[config.mk]
export PLATFORM = sky130hd
export DESIGN_NAME = ldtu_bs_multi
export DESIGN_NICKNAME = d
export VERILOG_FILES = /design/src/rtl/ldtu_bs_pkg.sv /design/src/rtl/ldtu_bs_chan.sv /design/src/rtl/ldtu_bs_multi.sv
export SDC_FILE = /design/constraint.sdc
export NUM_CORES = 1
export LEC_CHECK = 0
export CORE_MARGIN = 3
export CORE_UTILIZATION = 55
export CTS_BUF_LIST = sky130_fd_sc_hd__clkbuf_8
export DETAILED_ROUTE_END_ITERATION = 10
export PLACE_DENSITY_LB_ADDON = 0.25
export SYNTH_ARGS = -nofsm -noshare
export SYNTH_HDL_FRONTEND = slang
export SYNTH_SLANG_ARGS = --single-unit
[constraint.sdc]
create_clock -name DCLK -period 7.1 [get_ports DCLK]
set_clock_uncertainty 0.2 [all_clocks]
set_input_delay 1.065 -clock DCLK [delete_from_list [all_inputs] [get_ports DCLK]]
set_output_delay 1.065 -clock DCLK [all_outputs]
set_load 0.02 [all_outputs]
[src/rtl/ldtu_bs_pkg.sv]
// Shared types and defaults for the LiTe-DTU multi-channel baseline subtractor.
package ldtu_bs_pkg;

    typedef enum logic [1:0] {
        IDLE  = 2'd0,
        ACCUM = 2'd1,
        LOAD  = 2'd2
    } cal_state_t;

    localparam int NCH_DEF       = 2;
    localparam int NBITS_DEF     = 12;
    localparam int NBSL_DEF      = 8;
    localparam int LOG2_NAVG_DEF = 4;

    function automatic int acc_width(input int nbits, input int log2_navg);
        return nbits + log2_navg;
    endfunction

endpackage

[src/rtl/ldtu_bs_chan.sv]
// One channel: sample/baseline capture, subtractor, calibration accumulator.
// Zero-clamping on underflow is enabled by LDTU_BS_SATURATE_EN.
module ldtu_bs_chan
    import ldtu_bs_pkg::*;
#(
    parameter int NBITS     = NBITS_DEF,
    parameter int NBSL      = NBSL_DEF,
    parameter int LOG2_NAVG = LOG2_NAVG_DEF
) (
    input  logic             clk,
    input  logic             rst,
    input  logic [NBITS-1:0] din,
    input  logic             valid,
    input  logic             v1,
    input  logic [NBSL-1:0]  bsl_man,
    input  logic             bsl_mode,
    input  logic             acc_clr,
    input  logic             acc_en,
    input  logic             load,
    output logic [NBITS-1:0] dout,
    output logic [NBSL-1:0]  bsl_auto
);

    localparam int AW = acc_width(NBITS, LOG2_NAVG);

    logic [NBITS-1:0] d1;
    logic [NBSL-1:0]  bsl1;
    logic [NBITS-1:0] bext;
    logic [AW-1:0]    acc;
    logic [AW-1:0]    avg;

    assign bext = NBITS'(bsl1);
    assign avg  = acc >> LOG2_NAVG;

    always_ff @(posedge clk) begin
        if (rst) begin
            d1   <= '0;
            bsl1 <= '0;
            dout <= '0;
        end else begin
            if (valid) begin
                d1   <= din;
                bsl1 <= bsl_mode ? bsl_auto : bsl_man;
            end
            if (v1) begin
`ifdef LDTU_BS_SATURATE_EN
                dout <= (d1 < bext) ? '0 : d1 - bext;
`else
                dout <= d1 - bext;
`endif
            end
        end
    end

    // Average saturates to the largest value the baseline field can hold.
    always_ff @(posedge clk) begin
        if (rst) begin
            acc      <= '0;
            bsl_auto <= '0;
        end else begin
            if (acc_clr) begin
                acc <= '0;
            end else if (acc_en) begin
                acc <= acc + AW'(din);
            end
            if (load) begin
                bsl_auto <= (|avg[AW-1:NBSL]) ? '1 : avg[NBSL-1:0];
            end
        end
    end

endmodule

[src/rtl/ldtu_bs_multi.sv]
// Multi-channel baseline subtraction with on-chip baseline calibration.
// Optional zero-clamp on underflow: define LDTU_BS_SATURATE_EN.
module ldtu_bs_multi
    import ldtu_bs_pkg::*;
#(
    parameter int NCH       = NCH_DEF,
    parameter int NBITS     = NBITS_DEF,
    parameter int NBSL      = NBSL_DEF,
    parameter int LOG2_NAVG = LOG2_NAVG_DEF
) (
    input  logic                 DCLK,
    input  logic                 rst,
    input  logic [NCH*NBITS-1:0] data_in,
    input  logic                 data_valid,
    input  logic [NCH*NBSL-1:0]  bsl_man,
    input  logic                 bsl_mode,
    input  logic                 cal_start,
    output logic                 cal_busy,
    output logic                 cal_done,
    output logic [NCH*NBSL-1:0]  bsl_auto,
    output logic [NCH*NBITS-1:0] data_out,
    output logic                 data_out_valid,
    output logic                 SeuError
);

    cal_state_t           state;
    logic [LOG2_NAVG-1:0] cnt;
    logic                 v1;
    logic                 acc_clr;
    logic                 acc_en;
    logic                 load;

    assign acc_clr  = (state == IDLE) && cal_start;
    assign acc_en   = (state == ACCUM) && data_valid;
    assign load     = (state == LOAD);
    assign cal_busy = (state != IDLE);
    assign cal_done = (state == LOAD);
    assign SeuError = 1'b0;

    // The counter wraps to zero on the last sample of a calibration run.
    always_ff @(posedge DCLK) begin
        if (rst) begin
            state          <= IDLE;
            cnt            <= '0;
            v1             <= 1'b0;
            data_out_valid <= 1'b0;
        end else begin
            v1             <= data_valid;
            data_out_valid <= v1;
            unique case (state)
                IDLE: begin
                    if (cal_start) begin
                        state <= ACCUM;
                        cnt   <= '0;
                    end
                end
                ACCUM: begin
                    if (data_valid) begin
                        cnt <= cnt + LOG2_NAVG'(1);
                        if (&cnt) state <= LOAD;
                    end
                end
                LOAD:    state <= IDLE;
                default: state <= IDLE;
            endcase
        end
    end

    for (genvar k = 0; k < NCH; k++) begin : g_chan
        ldtu_bs_chan #(
            .NBITS    (NBITS),
            .NBSL     (NBSL),
            .LOG2_NAVG(LOG2_NAVG)
        ) u_chan (
            .clk     (DCLK),
            .rst     (rst),
            .din     (data_in[k*NBITS +: NBITS]),
            .valid   (data_valid),
            .v1      (v1),
            .bsl_man (bsl_man[k*NBSL +: NBSL]),
            .bsl_mode(bsl_mode),
            .acc_clr (acc_clr),
            .acc_en  (acc_en),
            .load    (load),
            .dout    (data_out[k*NBITS +: NBITS]),
            .bsl_auto(bsl_auto[k*NBSL +: NBSL])
        );
    end

endmodule

======== Yosys cells after proc, flatten, opt, wreduce, memory -nomap -nowiden ========
Cells that the tools add are included.
word-level totals
  bits of input ports ..................... 45
  word-level logic and storage cells ...... 46
  output and inout bits ................... 44
  flip-flop bits (word level) ............. 120
operators by class
  reduce and logical (&&, ||, !) cells .... 11
  add/subtract/negate cells ............... 5
  eq/ne operators ......................... 5
  mux-type cells .......................... 11
operator list
  operator             count
  $add 16x12->16       2
  $mux 8               4
  $sub 12x8->12        2
  $mux 4               2
  $pmux 4 s2           1
  $reduce_or 4->1      2
  $mux 2               3
  $reduce_and 3->1     2
  $add 4x1->4 const B  1
  $ne 2x2->1 const B   2
  $pmux 2 s2           1
  $reduce_and 4->1     1
  $reduce_bool 2->1    2
  $eq 2x1->1 const B   1
  $eq 2x2->1 const B   1
  $logic_and 1x1->1    2
  $logic_not 2->1      1
  $ne 2x1->1 const B   1
  $reduce_or 2->1      1

======== Depth between registers and ports, before layout ========
Gate-level depths: netlist of the first run.
  word-level depth ........................ 4
  mapped depth ............................ 9
  depth with buffers taken out ............ 9

======== Cells and area by module ========
A second synthesis of the first run with hierarchy kept.
second synthesis, totals
  cells, all modules ...................... 772
  area total of the unflattened synthesis .. 6647.6 um2
modules (own cells, without submodules)
  module         cells each  seq. area each (um2)  times used  area an instance (um2)
  ldtu_bs_chan   366         1121.1                2           3131.8
  ldtu_bs_multi  40          160.2                 1           384.1

======== Least setup slack after synthesis of the first run ========
OpenSTA, ideal clock, no wires.
  kind .................................... input to register
  start point ............................. input port data_in[12]
  end point ............................... register g_chan[1].u_chan.acc[12]
  buffers on the path ..................... 0
  cell stages on the path ................. 8
  required time ........................... 6.783 ns
  setup time .............................. 0.117 ns
  arrival time ............................ 2.687 ns
  path slack .............................. 4.096 ns
  path through ............................ ha_1 fa_1 a211o_1 a21oi_1 o21ai_1 a21oi_1 xor2_1 nor2_1
on the way
  longest elaborated chain between the ends .. 1
ends and longest elaborated chain
  element                 line                 RTL
  start: declaration      ldtu_bs_multi.sv:13  input logic [NCH*NBITS-1:0] data_in,
  $add 16x12->16          ldtu_bs_chan.sv:64   acc <= acc + AW'(din);
  end signal: assignment  ldtu_bs_chan.sv:64
  end: declaration        ldtu_bs_chan.sv:29   logic [AW-1:0] acc;
Every way passes these cells.
A chain may end at the register's enable or synchronous reset.

======== Worst setup path in the final report of the first run ========
  start point ............................. input port data_valid
  end point ............................... register g_chan[0].u_chan.acc[14]
on the way
  longest elaborated chain between the ends .. 1
ends and longest elaborated chain
  element                 line                 RTL
  start: declaration      ldtu_bs_multi.sv:14  input logic data_valid,
  $logic_and 1x1->1       ldtu_bs_multi.sv:34  assign acc_en = (state == ACCUM) && data_valid;
  end signal: assignment  ldtu_bs_chan.sv:64
  end: declaration        ldtu_bs_chan.sv:29
Every way passes these cells.

==> metrics.txt, run 1 <==
# TYPE chip_impl_metric gauge
chip_impl_metric{name="place_hpwl",unit="mm"} 11.3
chip_impl_metric{name="power_leakage",unit="uW"} 0.00308
chip_impl_metric{name="worst_pin_slew",unit="ns"} 1.06
chip_impl_metric{name="first_pass_iters",unit=""} 4
chip_impl_metric{name="dp_slack",unit="ns"} 3.36
chip_impl_info{name="run_status",value="completed"} 1
chip_impl_metric{name="post_synthesis_async_set_or_reset_flop_share",unit="%"} 0
chip_impl_info{name="critical_path_class",value="input port to register"} 1
chip_impl_metric{name="setup_ws",unit="ns"} 3.79
chip_impl_metric{name="fp.dieH",unit="um"} 113
chip_impl_metric{name="first_iter_violations",unit=""} 298
chip_impl_metric{name="grt_pass1_vias",unit=""} 5250
chip_impl_metric{name="area_growth",unit="%"} 21.1
chip_impl_info{name="top_reg_cell_synth",value="dfxtp_1"} 1
chip_impl_metric{name="synth_area",unit="um^2"} 6270
chip_impl_metric{name="clock_latency",unit="ns"} 0.43
chip_impl_metric{name="totalWireLength",unit="mm"} 15.3
chip_impl_metric{name="worst_ep_required_time",unit="ns"} 7.20
chip_impl_metric{name="antenna_found_initial",unit=""} 0
chip_impl_metric{name="place_area",unit="um^2"} 7180
chip_impl_metric{name="slew_headroom",unit="%"} 29.0
chip_impl_metric{name="clkSinkCount",unit=""} 120
chip_impl_info{name="setup.worst_path.start_class",value="input port"} 1
chip_impl_metric{name="grt_pass1_wl",unit="mm"} 25.6
chip_impl_info{name="synth_top_cells_by_count",value="dfxtp_1, nor2_1, nand2_1"} 1
chip_impl_metric{name="global_route.overflow_total",unit=""} 0
chip_impl_metric{name="grt_use_total",unit="%"} 24.8
chip_impl_metric{name="detail_route.wl_per_cell",unit="um"} 16.3
chip_impl_metric{name="nets",unit=""} 874
chip_impl_metric{name="timing.final.crit_period",unit="ns"} 3.31
chip_impl_metric{name="timing.final.crit_share",unit="%"} 46.7
chip_impl_info{name="cts_tree",value="yes"} 1
chip_impl_metric{name="cts-hold-fix-buffers",unit=""} 0
chip_impl_metric{name="ctsLongestPathBuffers",unit=""} 2
chip_impl_metric{name="cts-buffers-inserted",unit=""} 17
chip_impl_metric{name="antennaDiodeCount",unit=""} 0
chip_impl_metric{name="number_of_filler_cells_placed_in_the_layout",unit=""} 876
chip_impl_metric{name="core_area",unit="um^2"} 11000
chip_impl_metric{name="numPlacedInstances",unit=""} 905
chip_impl_metric{name="io_pins",unit=""} 89
chip_impl_info{name="yosys.cell_count.top_type",value="dfxtp_1"} 1
chip_impl_metric{name="power.density_cell_area",unit="nW/um^2"} 216
chip_impl_metric{name="number_of_enable_type_register_cells_in_the_synthesized_netlist",unit=""} 0
chip_impl_metric{name="htreeDepth",unit=""} 4
chip_impl_metric{name="critical_path.max_fanout",unit=""} 60
chip_impl_metric{name="cp_data_arrival_time",unit="ns"} 3.41
chip_impl_info{name="timing.hold.worst.class",value="register to register"} 1
chip_impl_metric{name="timing.setup.tns",unit="ns"} 0
chip_impl_metric{name="detail_route.drc_violations",unit=""} 0
chip_impl_metric{name="finalHoldViolations",unit=""} 0
chip_impl_metric{name="post_cts.resized_instances",unit=""} 0
chip_impl_metric{name="grt_max_degree",unit=""} 75
chip_impl_metric{name="viasPerCell",unit=""} 5.81
chip_impl_metric{name="maxSlewViolCount",unit=""} 0
chip_impl_metric{name="drive_gt1_share",unit="%"} 8.16
chip_impl_info{name="grt_setup_unrepaired",value="false"} 1
chip_impl_metric{name="routabilityCongestion",unit=""} 0.897
chip_impl_metric{name="synth_warnings",unit=""} 0
chip_impl_metric{name="floorplan.die_area",unit="um^2"} 12700
chip_impl_metric{name="fin_cells",unit=""} 937
chip_impl_metric{name="post-cts-setup-buffers",unit=""} 0
chip_impl_metric{name="cts.reportedPaths.clkPinSlew",unit="ns"} 0.07
chip_impl_metric{name="synthesized_instance_count",unit=""} 708
chip_impl_metric{name="row_count",unit=""} 38
chip_impl_info{name="critical_path.endpoint_type",value="register"} 1
chip_impl_metric{name="synth_cell_types",unit=""} 59
chip_impl_info{name="synth.largest_area_cell",value="dfxtp_1"} 1
chip_impl_metric{name="ys_ff_latch",unit=""} 120
chip_impl_metric{name="synth_fp_nets",unit=""} 798
chip_impl_metric{name="final_util",unit="%"} 69.1
chip_impl_metric{name="number_of_port_buffers",unit=""} 87
chip_impl_metric{name="seq_area_frac_synth",unit="%"} 38.3
chip_impl_metric{name="postLayoutCellArea",unit="um^2"} 7590
chip_impl_metric{name="setup_viol",unit=""} 0
chip_impl_metric{name="via_count",unit=""} 5442
chip_impl_info{name="clock_root_cell",value="clkbuf_8"} 1
chip_impl_info{name="synthTopCellsByArea",value="dfxtp_1, ha_1, mux2i_1, nor2_1, a21oi_1"} 1
chip_impl_metric{name="synth_area_per_cell",unit="um^2"} 8.85
chip_impl_metric{name="cap_viol_max_count",unit=""} 0
chip_impl_metric{name="synth_top_area_share",unit="%"} 38.3
chip_impl_metric{name="fmax",unit="MHz"} 302
chip_impl_metric{name="vdd.ir_drop.worst",unit="uV"} 187
chip_impl_metric{name="initial_core_util",unit="%"} 57.1
chip_impl_metric{name="drt.antenna.violating_nets",unit=""} 0
chip_impl_metric{name="die_width",unit="um"} 113
[report_power, final]
group	leakage [uW]	internal [uW]	total (uW)	switching [uW]
Sequential	0.000981	705	728	22.2
Combinational	0.00188	137	299	162
Clock	0.000214	353	611	258
[logic make-up (layout without fill, tap and decap cells)]
kind of cell | count (synthesis) | in the layout | synth area share [%]
AOI/OAI and AO/OA | 186 | 186 | 20.8
xor gates and xnor gates | 30 | 30 | 4.19
adders and majority gates | 45 | 45 | 9.46
buffers and inverters | 63 | 152 | 4.11
DFF | 120 | 120 | 38.3
muxes | 46 | 46 | 7.35
other | 1 | 1 | 0.0598
and+or+nand+nor | 217 | 217 | 15.7
[metrics by stage]
step	hold WS, ns	power, uW
after floorplan	0.236	941
after global placement	0.245	1030
after detailed placement	0.255	1040
after CTS	0.265	1640
after global routing	0.291	1710
final	0.262	1640
[worst paths after layout]
| path | depth (start not counted) | slack [ns] | startpoint | endpoint |
|---|---|---|---|---|
| worst max-delay path | 8 | 3.79 | data_valid | g_chan[0].u_chan.acc[14] |
| worst min-delay path | 2 | 0.26 | g_chan[0].u_chan.acc[0] | g_chan[0].u_chan.acc[0] |
| worst max register to register | 8 | 4.62 | g_chan[1].u_chan.acc[0] | g_chan[1].u_chan.acc[12] |
| worst min register to register | 2 | 0.26 | g_chan[0].u_chan.acc[0] | g_chan[0].u_chan.acc[0] |
[area by class of cell]
type / count / area, um^2 / area share, %
Tap cell: 140 / 175 / 2.31
Inverter: 29 / 109 / 1.43
Sequential cell: 120 / 2400 / 31.7
Timing Repair Buffer: 91 / 891 / 11.7
Clock buffer: 22 / 303 / 3.99
Clock inverter: 10 / 101 / 1.34
Multi-Input combinational cell: 525 / 3610 / 47.5
[worst max-delay path: stages]
cell and delay [ns]:
buf_2 0.08, buf_4 0.58, and3b_1 0.90, and2_1 0.26, nand2_1 0.08, a211oi_2 0.22, xnor2_1 0.14, nor2_1 0.05
[cells in the final DEF (no fill, tap or decap), drive strengths merged, types with 22 or more instances in the layout]
cell | synthesis | final
ha | 41 | 41
nor2 | 101 | 101
a21oi | 43 | 43
clkbuf | 11 | 22
a211oi | 31 | 31
o21ai | 37 | 37
clkdlybuf4s50 | 0 | 85
inv | 29 | 32
mux2i | 46 | 46
dfxtp | 120 | 120
nand2 | 48 | 48
[routing by layer]
metal  wire (um)  vias to the layer above  track usage [%]
li1            -                     2725                -
met2        7240                      146             40.4
met4         316                        0             7.85
met3         807                       24             5.94
met5           0                        -                0
met1        6900                     2547             32.6
[registers in the layout (all words and copies together) (netlist names)]
signal,cells
state,2
data_out_valid,1
v1,1
g_chan.u_chan.bsl1,16
g_chan.u_chan.dout,24
g_chan.u_chan.bsl_auto,16
g_chan.u_chan.d1,24
g_chan.u_chan.acc,32
cnt,4
No activity file was read; power rests on OpenSTA's default activity.
==> inputs of run 2 (changes only) <==
Clock period 7.1 ns to 3.29 ns, I/O delays scaled along.
==> metrics.txt, run 2 (synthesis gave the netlist of run 1 again) <==
# TYPE chip_impl_metric gauge
chip_impl_info{name="run_status",value="completed"} 1
chip_impl_info{name="layout.cells.most_common",value="dfxtp_1"} 1
chip_impl_info{name="cp-startpoint",value="data_in[12]"} 1
chip_impl_metric{name="slew_headroom",unit="%"} 50.5
chip_impl_info{name="cts_tree",value="yes"} 1
chip_impl_info{name="r2r-start",value="g_chan[1].u_chan.acc[0]"} 1
chip_impl_metric{name="nets",unit=""} 880
chip_impl_metric{name="first_iter_violations",unit=""} 302
chip_impl_metric{name="drt.antenna.violating_nets",unit=""} 0
chip_impl_metric{name="clock_latency",unit="ns"} 0.43
chip_impl_info{name="setup.worst_path.end",value="g_chan[1].u_chan.acc[12]"} 1
chip_impl_metric{name="totalWireLength",unit="mm"} 15.2
chip_impl_metric{name="power.density_cell_area",unit="nW/um^2"} 445
chip_impl_metric{name="global_route.overflow_total",unit=""} 0
chip_impl_metric{name="detail_route.wl_per_cell",unit="um"} 16.1
chip_impl_metric{name="setup_viol",unit=""} 0
chip_impl_info{name="setup.worst_path.start_class",value="input port"} 1
chip_impl_metric{name="cts-hold-fix-buffers",unit=""} 0
chip_impl_metric{name="row_count",unit=""} 38
chip_impl_metric{name="worst_pin_slew",unit="ns"} 0.742
chip_impl_metric{name="io_pins",unit=""} 89
chip_impl_metric{name="grt_pass1_wl",unit="mm"} 25.1
chip_impl_metric{name="core_area",unit="um^2"} 11000
chip_impl_info{name="most_used_cells_in_the_layout_excluding_fill_and_tap_cells",value="dfxtp_1, nor2_1, clkdlybuf4s50_1"} 1
chip_impl_metric{name="first_pass_iters",unit=""} 5
chip_impl_metric{name="grt_use_total",unit="%"} 24.3
chip_impl_metric{name="area.sequential",unit="um^2"} 2400
chip_impl_metric{name="vdd.ir_drop.worst",unit="uV"} 261
chip_impl_metric{name="initial_core_util",unit="%"} 57.1
chip_impl_info{name="reg_top3",value="g_chan.u_chan.acc (32), g_chan.u_chan.d1 (24), g_chan.u_chan.dout (24)"} 1
chip_impl_metric{name="post_cts.resized_instances",unit=""} 0
chip_impl_metric{name="cap_viol_max_count",unit=""} 0
chip_impl_metric{name="antennaDiodeCount",unit=""} 0
chip_impl_metric{name="area_growth",unit="%"} 20.8
chip_impl_info{name="rr_endpoint",value="g_chan[1].u_chan.acc[12]"} 1
chip_impl_info{name="largest_reg_by_ff_count",value="g_chan.u_chan.acc"} 1
chip_impl_metric{name="fmax",unit="MHz"} 375
chip_impl_metric{name="r2r_cells",unit=""} 8
chip_impl_metric{name="worst_ep_required_time",unit="ns"} 3.39
chip_impl_metric{name="multiInputGateArea",unit="um^2"} 3610
chip_impl_metric{name="cp_data_arrival_time",unit="ns"} 2.77
chip_impl_metric{name="post-layout-total-power",unit="uW"} 3370
chip_impl_info{name="grt_setup_unrepaired",value="false"} 1
chip_impl_metric{name="number_of_port_buffers",unit=""} 87
chip_impl_metric{name="maxSlewViolCount",unit=""} 0
chip_impl_metric{name="r2r_setup_slack",unit="ns"} 0.83
chip_impl_metric{name="antenna_found_initial",unit=""} 0
chip_impl_metric{name="post-cts-setup-buffers",unit=""} 0
chip_impl_metric{name="dp_slack",unit="ns"} 0.173
chip_impl_metric{name="grt_pass1_vias",unit=""} 5188
chip_impl_metric{name="max_reg_flops",unit=""} 32
chip_impl_metric{name="finalHoldViolations",unit=""} 0
chip_impl_metric{name="setup_ws",unit="ns"} 0.624
chip_impl_metric{name="drive_gt1_share",unit="%"} 8.50
chip_impl_info{name="critical_path.endpoint_type",value="register"} 1
chip_impl_metric{name="htreeDepth",unit=""} 4
chip_impl_metric{name="place_hpwl",unit="mm"} 11.5
chip_impl_metric{name="critical_path.max_fanout",unit=""} 3
chip_impl_metric{name="number_of_filler_cells_placed_in_the_layout",unit=""} 895
chip_impl_metric{name="via_count",unit=""} 5355
chip_impl_metric{name="clkSinkCount",unit=""} 120
chip_impl_metric{name="cts.reportedPaths.clkPinSlew",unit="ns"} 0.07
chip_impl_metric{name="fp.dieH",unit="um"} 113
chip_impl_info{name="critical_path_class",value="input port to register"} 1
chip_impl_metric{name="detail_route.drc_violations",unit=""} 0
chip_impl_metric{name="timing.setup.tns",unit="ns"} 0
chip_impl_metric{name="grt_max_degree",unit=""} 39
chip_impl_info{name="timing.hold.worst.class",value="register to register"} 1
chip_impl_metric{name="cts-buffers-inserted",unit=""} 17
chip_impl_metric{name="floorplan.die_area",unit="um^2"} 12700
chip_impl_metric{name="timing.final.crit_share",unit="%"} 81.0
chip_impl_metric{name="die_width",unit="um"} 113
chip_impl_metric{name="routabilityCongestion",unit=""} 0.934
chip_impl_metric{name="viasPerCell",unit=""} 5.70
chip_impl_metric{name="power_leakage",unit="uW"} 0.00308
chip_impl_metric{name="ctsLongestPathBuffers",unit=""} 2
chip_impl_metric{name="timing.final.crit_period",unit="ns"} 2.67
chip_impl_info{name="clock_root_cell",value="clkbuf_8"} 1
## run 2: final cells by class
type / instances / share of cell area, %
Tap cell: 140 / 2.31
Timing Repair Buffer: 97 / 12.4
Inverter: 29 / 1.44
Clock inverter: 6 / 0.347
Multi-Input combinational cell: 525 / 47.6
Sequential cell: 120 / 31.7
Clock buffer: 23 / 4.18
## run 2: worst min path at each step
| stage | start | endpoint | slack, ns | depth (start not counted) |
|---|---|---|---|---|
| floorplan | g_chan[0].u_chan.acc[3] | g_chan[0].u_chan.acc[3] | 0.24 | 2 |
| global placement | g_chan[0].u_chan.acc[3] | g_chan[0].u_chan.acc[3] | 0.24 | 2 |
| detailed placement | g_chan[0].u_chan.acc[3] | g_chan[0].u_chan.acc[3] | 0.25 | 2 |
| CTS | g_chan[0].u_chan.acc[3] | g_chan[0].u_chan.acc[3] | 0.26 | 2 |
| global route | g_chan[0].u_chan.acc[3] | g_chan[0].u_chan.acc[3] | 0.29 | 2 |
| finish | g_chan[0].u_chan.acc[3] | g_chan[0].u_chan.acc[3] | 0.26 | 2 |
## run 2: where the power goes
group / internal, uW / switching [uW]
logic: 300 / 345
clock network: 617 / 538
registers: 1520 / 49.7
total: 2440 / 932
## run 2: metrics by stage
step                area [um^2]  hold WS (ns)  util [%]  instances
floorplan                  6270         0.236         -        708
global placement           7230         0.244      65.8        911
detailed placement         7230         0.252      65.8        911
CTS                        7570         0.262      68.9        940
global route               7570         0.290      68.9        940
finish                     7570         0.259      68.9        940
## run 2: metal layers
layer	wire (um)	part of all wire, %	up-vias	track usage (%)
met3	523	3.4	30	5.03
met2	7180	47	115	39.6
met4	372	2.5	0	9.13
met5	0	0	-	0
li1	-	-	2710	-
met1	7090	47	2500	32.0
## run 2: worst max-delay path, cell delays in order
cell and delay [ns]:
clkdlybuf4s50_1 0.43, ha_1 0.26, fa_1 0.43, a211o_1 0.33, a21oi_1 0.23, o21ai_1 0.18, a21oi_1 0.21, xor2_1 0.16
nor2_1 0.05
==> inputs of run 3 (changes only) <==
Settings changed: CORE_UTILIZATION 55 to 51.
Clock period 3.29 ns to 2.35 ns, I/O delays scaled along.
==> metrics.txt, run 3 (synthesis gave the netlist of run 1 again) <==
# TYPE chip_impl_metric gauge
chip_impl_info{name="run_status",value="completed"} 1
chip_impl_metric{name="maxSlewViolCount",unit=""} 0
chip_impl_info{name="grt_setup_unrepaired",value="true"} 1
chip_impl_metric{name="antennaDiodeCount",unit=""} 0
chip_impl_info{name="setup.worst_path.start_class",value="register"} 1
chip_impl_metric{name="io_pins",unit=""} 89
chip_impl_info{name="critical_path_class",value="register to register"} 1
chip_impl_metric{name="cts-buffers-inserted",unit=""} 17
chip_impl_info{name="rr_endpoint",value="g_chan[0].u_chan.acc[12]"} 1
chip_impl_metric{name="first_iter_violations",unit=""} 429
chip_impl_metric{name="cap_viol_max_count",unit=""} 0
chip_impl_metric{name="cts-hold-fix-buffers",unit=""} 0
chip_impl_info{name="clock_root_cell",value="clkbuf_8"} 1
chip_impl_metric{name="nets",unit=""} 949
chip_impl_info{name="reg_top3",value="g_chan.u_chan.acc (32), g_chan.u_chan.d1 (24), g_chan.u_chan.dout (24)"} 1
chip_impl_info{name="most_used_cells_in_the_layout_excluding_fill_and_tap_cells",value="dfxtp_1, nor2_1, clkdlybuf4s50_1"} 1
chip_impl_metric{name="number_of_filler_cells_placed_in_the_layout",unit=""} 884
chip_impl_metric{name="initial_core_util",unit="%"} 53.5
chip_impl_metric{name="cts.reportedPaths.clkPinSlew",unit="ns"} 0.07
chip_impl_metric{name="power_leakage",unit="uW"} 0.00346
chip_impl_metric{name="drive_gt1_share",unit="%"} 18.7
chip_impl_metric{name="setup_ws",unit="ns"} 0.0373
chip_impl_metric{name="totalWireLength",unit="mm"} 16.8
chip_impl_metric{name="finalHoldViolations",unit=""} 0
chip_impl_metric{name="setup_viol",unit=""} 0
chip_impl_metric{name="fmax",unit="MHz"} 432
chip_impl_info{name="largest_reg_by_ff_count",value="g_chan.u_chan.acc"} 1
chip_impl_info{name="cts_tree",value="yes"} 1
chip_impl_metric{name="r2r_setup_slack",unit="ns"} 0.04
chip_impl_metric{name="r2r_cells",unit=""} 8
chip_impl_metric{name="timing.final.crit_share",unit="%"} 98.4
chip_impl_metric{name="fin_cells",unit=""} 1011
chip_impl_metric{name="detail_route.wl_per_cell",unit="um"} 16.6
chip_impl_metric{name="clkSinkCount",unit=""} 120
chip_impl_metric{name="final_util",unit="%"} 70.5
chip_impl_metric{name="max_reg_flops",unit=""} 32
chip_impl_metric{name="detail_route.drc_violations",unit=""} 0
chip_impl_metric{name="htreeDepth",unit=""} 4
chip_impl_metric{name="die_width",unit="um"} 117
chip_impl_metric{name="timing.final.crit_period",unit="ns"} 2.31
chip_impl_metric{name="grt_pass1_vias",unit=""} 5512
chip_impl_metric{name="worst_pin_slew",unit="ns"} 0.473
chip_impl_metric{name="floorplan.die_area",unit="um^2"} 13700
chip_impl_metric{name="global_route.overflow_total",unit=""} 0
chip_impl_metric{name="grt_max_degree",unit=""} 31
chip_impl_metric{name="fp.dieH",unit="um"} 117
chip_impl_info{name="timing.hold.worst.class",value="input port to register"} 1
chip_impl_metric{name="power.density_cell_area",unit="nW/um^2"} 612
chip_impl_info{name="cp-startpoint",value="g_chan[0].u_chan.acc[0]"} 1
chip_impl_info{name="r2r-start",value="g_chan[0].u_chan.acc[0]"} 1
chip_impl_metric{name="critical_path.max_fanout",unit=""} 3
chip_impl_metric{name="slew_headroom",unit="%"} 67.6
chip_impl_info{name="critical_path.endpoint_type",value="register"} 1
chip_impl_metric{name="number_of_port_buffers",unit=""} 87
chip_impl_metric{name="numPlacedInstances",unit=""} 978
chip_impl_metric{name="antenna_found_initial",unit=""} 0
chip_impl_metric{name="ctsLongestPathBuffers",unit=""} 2
chip_impl_metric{name="core_area",unit="um^2"} 11700
chip_impl_metric{name="vdd.ir_drop.worst",unit="uV"} 268
chip_impl_metric{name="via_count",unit=""} 5809
chip_impl_metric{name="grt_pass1_wl",unit="mm"} 26.3
chip_impl_info{name="setup.worst_path.end",value="g_chan[0].u_chan.acc[12]"} 1
chip_impl_metric{name="place_hpwl",unit="mm"} 12.4
chip_impl_metric{name="area_growth",unit="%"} 31.7
chip_impl_metric{name="drt.antenna.violating_nets",unit=""} 0
chip_impl_metric{name="clock_latency",unit="ns"} 0.43
chip_impl_metric{name="viasPerCell",unit=""} 5.75
chip_impl_metric{name="cp_data_arrival_time",unit="ns"} 2.44
chip_impl_metric{name="grt_use_total",unit="%"} 24.5
chip_impl_metric{name="dp_slack",unit="ns"} -0.573
chip_impl_metric{name="worst_ep_required_time",unit="ns"} 2.48
chip_impl_metric{name="routabilityCongestion",unit=""} 0.891
chip_impl_metric{name="row_count",unit=""} 39
chip_impl_metric{name="first_pass_iters",unit=""} 5
chip_impl_info{name="layout.cells.most_common",value="dfxtp_1"} 1
==> run 3: how the worst min path moves through the flow <==
stage                       startpoint                       end  slack, ns  depth (start not counted)
2_1_floorplan  g_chan[0].u_chan.acc[3]   g_chan[0].u_chan.acc[3]       0.24                          2
3_3_place_gp   g_chan[0].u_chan.acc[3]   g_chan[0].u_chan.acc[3]       0.25                          2
3_5_place_dp   g_chan[1].u_chan.acc[0]   g_chan[1].u_chan.acc[0]       0.26                          2
4_1_cts                            rst  g_chan[0].u_chan.dout[4]       0.11                          2
5_1_grt                    data_in[12]    g_chan[1].u_chan.d1[0]       0.03                          3
6_report                   data_in[12]    g_chan[1].u_chan.d1[0]       0.01                          3
==> run 3: area by class of cell <==
type                       count  area, um^2  area share [%]
clock inverter                 3        38.8           0.470
tap                          143         179            2.17
timing repair buffer         166        1460            17.7
inverter                      29         109            1.32
sequential                   120        2410            29.2
multi-input combinational    525        3720            45.0
clock buffer                  25         344            4.17
==> run 3: report_power, final <==
part / leakage (uW) / switching, uW / total [uW] / internal, uW
clock: 0.000203 / 757 / 1790 / 1030
combinational: 0.00228 / 543 / 1060 / 514
sequential: 0.000982 / 66.0 / 2200 / 2130
total: 0.00346 / 1370 / 5050 / 3680
==> run 3: routing by layer <==
metal / vias up / global-route usage [%] / part of all wire, %
li1: 2841 / - / -
met1: 2737 / 31.6 / 44
met2: 192 / 40.6 / 49
met3: 39 / 4.83 / 4.9
met4: 0 / 9.56 / 2.4
met5: - / 0 / 0
==> run 3: critical path, cell delays in order, from the launching register on <==
cell       delay [ns]
dfxtp_2          0.34
ha_4             0.17
fa_2             0.41
a211oi_4         0.29
o2111ai_2        0.19
a41oi_2          0.27
a211oi_2         0.11
xnor2_1          0.17
nor2_1           0.06
==> run 3: through the flow <==
stage               hold slack, ns  instance area, um^2  total power, uW  setup TNS [ns]
floorplan                    0.236                 6270             2840               0
global placement             0.245                 7710             3190           -6.56
detailed placement           0.260                 7710             3230           -8.47
CTS                          0.106                 8110             5010               0
global route                0.0312                 8250             5270          -0.187
finish                      0.0150                 8250             5050               0
==> run 3: repair_timing <==
action                                  in CTS  in global routing
endpoints found under the setup margin       7                 18
buffers inserted                             0                  5
resized for setup                            6                 29
pin swaps                                    6                 23
